--- config.mk ---
export PLATFORM = sky130hd
export DESIGN_NAME = ray_dir_gen_flat
export DESIGN_NICKNAME = d
export VERILOG_FILES = /design/src/rtl/ray_dir_gen_pkg.sv /design/src/rtl/ray_dir_gen_if.sv /design/src/rtl/ray_dir_gen_raster_counter.sv /design/src/rtl/ray_dir_gen.sv /design/src/flat_wrapper.sv
export SDC_FILE = /design/constraint.sdc
export NUM_CORES = 1
export LEC_CHECK = 0
export CORE_MARGIN = 3
export CORE_UTILIZATION = 54
export DETAILED_ROUTE_END_ITERATION = 7
export PLACE_DENSITY = 0.92
export SYNTH_ARGS = -nofsm -noshare
export SYNTH_HDL_FRONTEND = slang
export SYNTH_SLANG_ARGS = --single-unit
--- constraint.sdc ---
create_clock -name clk -period 3.13 [get_ports clk]
set_clock_uncertainty 0.05 [all_clocks]
set_input_delay 0.313 -clock clk [delete_from_list [all_inputs] [get_ports clk]]
set_output_delay 0.313 -clock clk [all_outputs]
set_load 0.005 [all_outputs]
--- src/rtl/ray_dir_gen_pkg.sv ---
`default_nettype none
// ============================================================================
// Module   : ray_dir_gen_pkg
// Brief    : Shared types for the camera ray-direction generator.
// Revision : 1.0 - initial release
// ============================================================================
package ray_dir_gen_pkg;

    localparam logic [31:0] FP_ONE = 32'h0001_0000;

    // Q16.16 direction vector; x occupies the most significant word.
    typedef struct packed {
        logic signed [31:0] x;
        logic signed [31:0] y;
        logic signed [31:0] z;
    } vec3;

    typedef enum logic [1:0] {
        ST_IDLE  = 2'd0,
        ST_RUN   = 2'd1,
        ST_DRAIN = 2'd2
    } rdg_state_t;

endpackage
`default_nettype wire

--- src/rtl/ray_dir_gen_if.sv ---
`default_nettype none
// ============================================================================
// Module   : ray_dir_gen_if
// Brief    : Frame control, configuration and ray output bundle.
// Revision : 1.0 - initial release
// ============================================================================
interface ray_dir_gen_if
    import ray_dir_gen_pkg::*;
#(
    parameter int H_RES = 64,
    parameter int V_RES = 48
);
    logic                       start;
    logic                       stall;
    logic [31:0]                cfg_x_start;
    logic [31:0]                cfg_y_start;
    logic [31:0]                cfg_du;
    logic [31:0]                cfg_dv;
    logic [31:0]                cfg_z;
    vec3                        ray_dir;
    logic                       ray_valid;
    logic [$clog2(H_RES)-1:0]   pix_x;
    logic [$clog2(V_RES)-1:0]   pix_y;
    logic                       busy;
    logic                       frame_done;

    modport master (
        output start, stall, cfg_x_start, cfg_y_start, cfg_du, cfg_dv, cfg_z,
        input  ray_dir, ray_valid, pix_x, pix_y, busy, frame_done
    );

    modport slave (
        input  start, stall, cfg_x_start, cfg_y_start, cfg_du, cfg_dv, cfg_z,
        output ray_dir, ray_valid, pix_x, pix_y, busy, frame_done
    );

endinterface
`default_nettype wire

--- src/rtl/ray_dir_gen_raster_counter.sv ---
`default_nettype none
// ============================================================================
// Module   : raster_counter
// Brief    : Column/row raster counter with row and frame end flags.
// Revision : 1.0 - initial release
// ============================================================================
module raster_counter #(
    parameter int H_RES = 64,
    parameter int V_RES = 48
) (
    input  wire logic                       clk,
    input  wire logic                       rst_n,
    input  wire logic                       i_clr,
    input  wire logic                       i_en,
    output logic [$clog2(H_RES)-1:0]        o_cx,
    output logic [$clog2(V_RES)-1:0]        o_cy,
    output logic                            o_end_of_row,
    output logic                            o_end_of_frame
);
    localparam int c_xw = $clog2(H_RES);
    localparam int c_yw = $clog2(V_RES);

    logic [c_xw-1:0] r_cx;
    logic [c_yw-1:0] r_cy;
    logic            w_end_of_row;
    logic            w_end_of_frame;

    assign w_end_of_row   = (r_cx == c_xw'(H_RES - 1));
    assign w_end_of_frame = w_end_of_row && (r_cy == c_yw'(V_RES - 1));

    always_ff @(posedge clk or negedge rst_n) begin
        if (!rst_n) begin
            r_cx <= '0;
            r_cy <= '0;
        end else if (i_clr) begin
            r_cx <= '0;
            r_cy <= '0;
        end else if (i_en) begin
            if (w_end_of_row) begin
                r_cx <= '0;
                // Rows wrap after the last one so the count never leaves range.
                r_cy <= w_end_of_frame ? '0 : r_cy + 1'b1;
            end else begin
                r_cx <= r_cx + 1'b1;
            end
        end
    end

    assign o_cx           = r_cx;
    assign o_cy           = r_cy;
    assign o_end_of_row   = w_end_of_row;
    assign o_end_of_frame = w_end_of_frame;

endmodule
`default_nettype wire

--- src/rtl/ray_dir_gen.sv ---
`default_nettype none
// ============================================================================
// Module   : ray_dir_gen
// Brief    : Raster-order camera ray generator built from add/sub steps.
// Revision : 1.0 - initial release
// ============================================================================
module ray_dir_gen
    import ray_dir_gen_pkg::*;
#(
    parameter int H_RES = 64,
    parameter int V_RES = 48
) (
    input  wire logic       clk,
    input  wire logic       rst_n,
    ray_dir_gen_if.slave    bus
);
    localparam int c_xw = $clog2(H_RES);
    localparam int c_yw = $clog2(V_RES);

    rdg_state_t      r_state;
    rdg_state_t      w_next_state;
    logic            w_load;
    logic            w_step;
    logic            w_drain_exit;

    logic [31:0]     r_x_start;
    logic [31:0]     r_du;
    logic [31:0]     r_dv;
    logic [31:0]     r_z;
    logic [31:0]     r_x_acc;
    logic [31:0]     r_y_acc;

    vec3             r_ray_dir;
    logic            r_ray_valid;
    logic [c_xw-1:0] r_pix_x;
    logic [c_yw-1:0] r_pix_y;
    logic            r_frame_done;

    logic [c_xw-1:0] w_cx;
    logic [c_yw-1:0] w_cy;
    logic            w_end_of_row;
    logic            w_end_of_frame;

    raster_counter #(
        .H_RES (H_RES),
        .V_RES (V_RES)
    ) u_raster (
        .clk            (clk),
        .rst_n          (rst_n),
        .i_clr          (w_load),
        .i_en           (w_step),
        .o_cx           (w_cx),
        .o_cy           (w_cy),
        .o_end_of_row   (w_end_of_row),
        .o_end_of_frame (w_end_of_frame)
    );

    always_ff @(posedge clk or negedge rst_n) begin
        if (!rst_n) begin
            r_state <= ST_IDLE;
        end else begin
            r_state <= w_next_state;
        end
    end

    always_comb begin
        w_next_state = r_state;
        w_load       = 1'b0;
        w_step       = 1'b0;
        w_drain_exit = 1'b0;
        case (r_state)
            ST_IDLE: begin
                if (bus.start) begin
                    w_load       = 1'b1;
                    w_next_state = ST_RUN;
                end
            end
            ST_RUN: begin
                if (!bus.stall) begin
                    w_step = 1'b1;
                    if (w_end_of_frame) begin
                        w_next_state = ST_DRAIN;
                    end
                end
            end
            ST_DRAIN: begin
                if (!bus.stall) begin
                    w_drain_exit = 1'b1;
                    w_next_state = ST_IDLE;
                end
            end
            default: begin
                w_next_state = ST_IDLE;
            end
        endcase
    end

    always_ff @(posedge clk or negedge rst_n) begin
        if (!rst_n) begin
            r_x_start    <= '0;
            r_du         <= '0;
            r_dv         <= '0;
            r_z          <= '0;
            r_x_acc      <= '0;
            r_y_acc      <= '0;
            r_ray_dir    <= '0;
            r_ray_valid  <= 1'b0;
            r_pix_x      <= '0;
            r_pix_y      <= '0;
            r_frame_done <= 1'b0;
        end else begin
            // Pulse lasts one edge only; stall has no say over it.
            r_frame_done <= w_drain_exit;
            if (w_load) begin
                r_x_start <= bus.cfg_x_start;
                r_du      <= bus.cfg_du;
                r_dv      <= bus.cfg_dv;
                r_z       <= bus.cfg_z;
                r_x_acc   <= bus.cfg_x_start;
                r_y_acc   <= bus.cfg_y_start;
            end
            if (w_step) begin
                r_ray_dir   <= {r_x_acc, r_y_acc, r_z};
                r_pix_x     <= w_cx;
                r_pix_y     <= w_cy;
                r_ray_valid <= 1'b1;
                if (w_end_of_row) begin
                    r_x_acc <= r_x_start;
                    r_y_acc <= r_y_acc - r_dv;
                end else begin
                    r_x_acc <= r_x_acc + r_du;
                end
            end
            if (w_drain_exit) begin
                r_ray_valid <= 1'b0;
            end
        end
    end

    assign bus.ray_dir    = r_ray_dir;
    assign bus.ray_valid  = r_ray_valid;
    assign bus.pix_x      = r_pix_x;
    assign bus.pix_y      = r_pix_y;
    assign bus.frame_done = r_frame_done;
    assign bus.busy       = (r_state != ST_IDLE);

endmodule
`default_nettype wire
--- src/flat_wrapper.sv ---
// flat-port wrapper written by rule: the top's interface ports become plain ports
module ray_dir_gen_flat import ray_dir_gen_pkg::*;
#(
    parameter int H_RES = 64,
    parameter int V_RES = 48
)
  (clk, rst_n, bus_start, bus_stall, bus_cfg_x_start, bus_cfg_y_start, bus_cfg_du, bus_cfg_dv, bus_cfg_z, bus_ray_dir, bus_ray_valid, bus_pix_x, bus_pix_y, bus_busy, bus_frame_done);
  ray_dir_gen_if #(.H_RES(H_RES), .V_RES(V_RES)) bus_i ();
  input  wire logic clk;
  input  wire logic rst_n;
  input wire logic [$bits(bus_i.start)-1:0] bus_start;
  input wire logic [$bits(bus_i.stall)-1:0] bus_stall;
  input wire logic [$bits(bus_i.cfg_x_start)-1:0] bus_cfg_x_start;
  input wire logic [$bits(bus_i.cfg_y_start)-1:0] bus_cfg_y_start;
  input wire logic [$bits(bus_i.cfg_du)-1:0] bus_cfg_du;
  input wire logic [$bits(bus_i.cfg_dv)-1:0] bus_cfg_dv;
  input wire logic [$bits(bus_i.cfg_z)-1:0] bus_cfg_z;
  output wire logic [$bits(bus_i.ray_dir)-1:0] bus_ray_dir;
  output wire logic [$bits(bus_i.ray_valid)-1:0] bus_ray_valid;
  output wire logic [$bits(bus_i.pix_x)-1:0] bus_pix_x;
  output wire logic [$bits(bus_i.pix_y)-1:0] bus_pix_y;
  output wire logic [$bits(bus_i.busy)-1:0] bus_busy;
  output wire logic [$bits(bus_i.frame_done)-1:0] bus_frame_done;
  assign bus_i.start = bus_start;
  assign bus_i.stall = bus_stall;
  assign bus_i.cfg_x_start = bus_cfg_x_start;
  assign bus_i.cfg_y_start = bus_cfg_y_start;
  assign bus_i.cfg_du = bus_cfg_du;
  assign bus_i.cfg_dv = bus_cfg_dv;
  assign bus_i.cfg_z = bus_cfg_z;
  assign bus_ray_dir = bus_i.ray_dir;
  assign bus_ray_valid = bus_i.ray_valid;
  assign bus_pix_x = bus_i.pix_x;
  assign bus_pix_y = bus_i.pix_y;
  assign bus_busy = bus_i.busy;
  assign bus_frame_done = bus_i.frame_done;
  ray_dir_gen #(.H_RES(H_RES), .V_RES(V_RES)) u_core (.clk(clk), .rst_n(rst_n), .bus(bus_i));
endmodule
After elaboration in Yosys (flattened, before gate mapping)
Cells that the tools add are included.

Register bits after elaboration: 316. Latch bits: 0. RAM bits: 0. Bits in read-only memories: 0. Output and inout bits: 111. Logic and storage cells: 61. Memories kept: 0.

Add/subtract/negate cells: 4. Multipliers: 0. Divide/modulo/power cells: 0. $lt $le $gt $ge: 0. Equal/unequal tests: 8. Shift-type cells: 0. Muxes and demuxes: 25. Bitwise logic cells: 0. Reduce and logical (&&, ||, !) cells: 8.

Operator list (number): 2-to-1 mux 32 bit (6); 2-to-1 mux 6 bit (7); adder 32 bit (1); subtractor 32 bit (1); adder 6 x 1 -> 6 bit, second input constant (2); equality test 6 bit, second input constant (2); 2-to-1 mux 2 bit (4); inequality test 2 bit, second input constant (4); nonzero test 2 bit (4); 2-to-1 mux 1 bit (7); case mux 2 bit (3 select lines) (1); AND reduction 4 bit (1); equality test 2 x 1 -> 1 bit, second input constant (1); equality test 2 bit, second input constant (1); logical NOT 2 bit (1); AND reduction 2 bit (1); logical AND 1 bit (1).

Longest topological paths before layout
Word-level depth: 6. Gate-level depth with buffers: 12. Mapped depth without buffers: 12.

Modules after synthesis
From an unflattened synthesis, not the netlist that was laid out.

Cells, all modules: 1910. Area, all modules: 16061.7 um2.

Modules (own cells, without submodules): ray_dir_gen (times used 1, cells each 1844, area an instance 15392.3 um2, seq. area each 7607.3 um2); raster_counter (times used 1, cells each 66, area an instance 669.4 um2, seq. area each 300.3 um2).

Worst setup path before layout
OpenSTA, ideal clock, no wires.

Path kind: reg-to-reg. Start point: register u_core.r_y_acc[15]. End point: register u_core.r_y_acc[26]. Library setup time: 0.120 ns. Data arrival time: 2.583 ns. Slack: 0.376 ns. Cell stages (with the launch flop): 11. Buffers on the path: 0. Cell sequence: dfrtp_1 > ha_1 > a21o_1 > a21o_1 > a21o_1 > a2111oi_4 > a21oi_2 > and4b_4 > or2_0 > a2111o_1 > o211a_1.

Cells in the longest elaborated chain, start to end: 3.

Ends and longest elaborated chain: start, declared (RTL line ray_dir_gen.sv:31) `logic [31:0] r_y_acc;`; start signal, assigned (RTL line ray_dir_gen.sv:120) `r_y_acc <= bus.cfg_y_start;`; start signal, assigned (RTL line ray_dir_gen.sv:129) `r_y_acc <= r_y_acc - r_dv;`; subtractor 32 bit (RTL line ray_dir_gen.sv:129); 2-to-1 mux 32 bit (RTL line ray_dir_gen.sv:127) `if (w_end_of_row) begin`; 2-to-1 mux 32 bit (RTL line ray_dir_gen.sv:122) `if (w_step) begin`.

Every way passes these cells. A chain may end at the register's enable or synchronous reset.

Worst setup path in the final report
Start point: register u_core.r_y_acc[2]. End point: register u_core.r_y_acc[26].

The elaborated chain is that of the path after synthesis.

==> metrics.txt <==
Clk Latency, worst-skew pair=0.52 ns; critical path startpoint=u_core.r_y_acc[2]; Worst setup EP type=flip-flop; Top delay family on crit path=compound AO/OA/AOI/OAI gates; primary flip-flop cell chosen by synthesis mapping=dfrtp_1; Mean Syn Cell Area=8.40 sq um; TritonCTS clock tree=built; r2r worst-path depth=10; final setup vio count=0; CTS root buffer=clkbuf_16; R2R Setup Slk=0.12 ns; core area=0.0283 sq mm; setup TNS=0 ns; Synth cell types=62; synth cell count leaders=nand2_1, dfrtp_1, a21oi_1; Top Ports=275; TritonRoute pass-1 iters=7; M1 GR Usage=35.2%; Highest Clock Rate=332 MHz; largest net degree at the start of global routing=93; Final Util=71.3%; Area Overhead vs Synth=28.1%; Synth area leaders=dfrtp_1, nand2_1, ha_1, a21oi_1, a21o_1; die area=0.0313 sq mm; FF/Latch Area=0.00791 sq mm; GRT busiest layer=met2; Syn Std Cell Area=0.0158 sq mm; PortBufs=274; crit-path max FO=4; first-pass GRT wire length=71,700 microns; leakage=0.0100 uW; cell at the slowest stage of the critical path=a2111o_1; status=finished, final reports clean; Clock Path Buffers=3; Post-Synthesis Cells=1,877; synthesized flop and latch total=316; worst r2r dst=u_core.r_y_acc[26]; Num CTS Buffers=34; Max Cap Viol=0; Placer Congestion=0.941; post-route antenna net violation count=0; total power=14,600 uW; critical-path cell list=ha_1 -> nor2b_1 -> o21ai_1 -> a21oi_2 -> o2111ai_1 -> nand3_2 -> and4b_4 -> or2_0 -> a2111o_1 -> o211a_1; met3 Usage GRT=6.54%; Die Ht=177 microns; Slew Limit Headroom=55.0%; Detailed Place HPWL=30,000 microns; DR iter-0 viols=1,312; GRT Total Usage=28.0%; class of the worst hold path=primary input to flip-flop; area leader, netlist=dfrtp_1; layout cell share with drive strength beyond 1=5.63%; r2r startpoint=u_core.r_y_acc[2]; Yosys warning count=0; fin crit period=3.01 ns; initial antenna violation count=1; count leader, synth=nand2_1; EDFF count, synth=0; WL per Instance=17.4 microns; fillers=1,953; Critical Path Max Stage Delay=0.42 ns; final hold vios=0; Initial Utilization=55.7%; syn_nets=2,107; sequential area share after synthesis=50.1%; data required time at the worst endpoint=3.49 ns; Clock Pin Slew Worst Setup and Hold Paths=0.07 ns; Num Clock Sinks=316; Vias=14,400; critical path type=flip-flop to flip-flop; die width=177 microns; vias per cell=5.70; Nets=2,356; Synth top area share=50.1%; multi-input logic area=0.00744 sq mm; WP depth=10; pwr dens=724 mW/mm^2; vias in the first global route=14,600; std cell rows=61; asr flop ratio synth=100%; Worst-Margin Slew=0.675 ns; end point of the critical path=u_core.r_y_acc[26]; routed wire length=44,100 microns; startpoint types=flip-flop; global route total overflow=0; Max Slew Vio Count=0; period utilization=96.2%; met2 Use GR=48.5%; Hold Slack=0.272 ns; drt drc=0; VDD IR max=0.465 mV; Arr. time, crit path=3.37 ns; H-tree depth=2; WP buf/inv=0
## per-layer routing
metal  part of all wire [%]  routed length, microns  vias up
met5                      0                       0        -
met4                    2.6                    1160        0
met3                    8.3                    3650      101
met2                     49                   21700      660
met1                     40                   17600     6975
li1                       -                       -     6675
## cell usage in the layout, fill, tap and decap left out, types with 13 or more instances in the layout
cell type / n
nand2_1: 789
dfrtp_1: 316
clkdlybuf4s50_1: 273
a21oi_1: 91
nor2_1: 72
ha_1: 64
o21ai_0: 62
inv_1: 48
a21o_1: 45
a31oi_1: 43
clkbuf_16: 34
xnor2_1: 30
xor2_1: 28
nand3_1: 25
buf_4: 20
and3_1: 17
a211oi_1: 13
## area by class of cell
class,instances,area share [%]
Inverter,48,0.892
Tap cell,378,2.34
Clock buffer,48,5.07
Antenna cell,1,0.0124
Sequential cell,316,39.2
Multi-Input combinational cell,1424,36.8
Clock inverter,11,0.613
Timing Repair Buffer,302,15.1
## stage by stage
step	cells	area [sq um]	setup slack, ns
4_1_cts	2526	20100	0.0370
5_1_grt	2528	20200	-0.0110
6_report	2528	20200	0.120
2_1_floorplan	1877	15800	0.376
3_3_place_gp	2466	19000	0.208
3_5_place_dp	2466	19000	0.103
## timing repair
action                                  4_1_cts  5_1_grt
buffers inserted                              0        1
hold buffers                                  1        0
endpoints found under the hold margin        73        0
gates resized for setup                       2       14
pin swaps                                     0        3
endpoints found under the setup margin        2       14
## where the power goes
part / internal (uW) / total, uW / leakage, uW / switching, uW
combinational: 2400 / 5080 / 0.00554 / 2670
sequential: 4860 / 5430 / 0.00391 / 572
clock: 2450 / 4110 / 0.000575 / 1660
total: 9720 / 14600 / 0.0100 / 4900
## tightest hold or removal path, delay by kind of cell
kind,cells,cell delay (ns)
AND/OR/NAND/NOR,2,0.09
buffers and inverters,1,0.40
## flip-flops by register name, summed over array words and instances, names as in the netlist
register / count
u_core.bus.frame_done: 1
u_core.u_raster.o_cx: 6
u_core.r_x_start: 32
u_core.bus.pix_y: 6
u_core.bus.pix_x: 6
u_core.r_dv: 32
u_core.r_z: 32
u_core.r_y_acc: 32
u_core.u_raster.o_cy: 6
u_core.bus.ray_valid: 1
u_core.r_state: 2
u_core.bus.ray_dir: 96
u_core.r_x_acc: 32
u_core.r_du: 32
## kinds of logic after synthesis
family,after synthesis,share of synthesized area [%]
muxes,1,0.0635
AOI/OAI and AO/OA,332,13.4
buffers and inverters,137,3.26
DFF,316,50.1
adders and majority gates,66,5.33
and+or+nand+nor,967,24.6
xor gates and xnor gates,58,3.22
## worst min-delay path by stage
stage / from / endpoint / slack, ns / cells after the start
after floorplan: rst_n / u_core.bus.frame_done / -0.03 / 0
after global placement: rst_n / u_core.bus.ray_dir[55] / 0.31 / 1
after detailed placement: rst_n / u_core.bus.ray_dir[54] / 0.31 / 1
after CTS: bus_cfg_z[7] / u_core.r_z[7] / 0.25 / 3
after global routing: bus_cfg_z[28] / u_core.r_z[28] / 0.26 / 3
final: bus_cfg_z[8] / u_core.r_z[8] / 0.27 / 3
(Power assumes the default switching activity.)
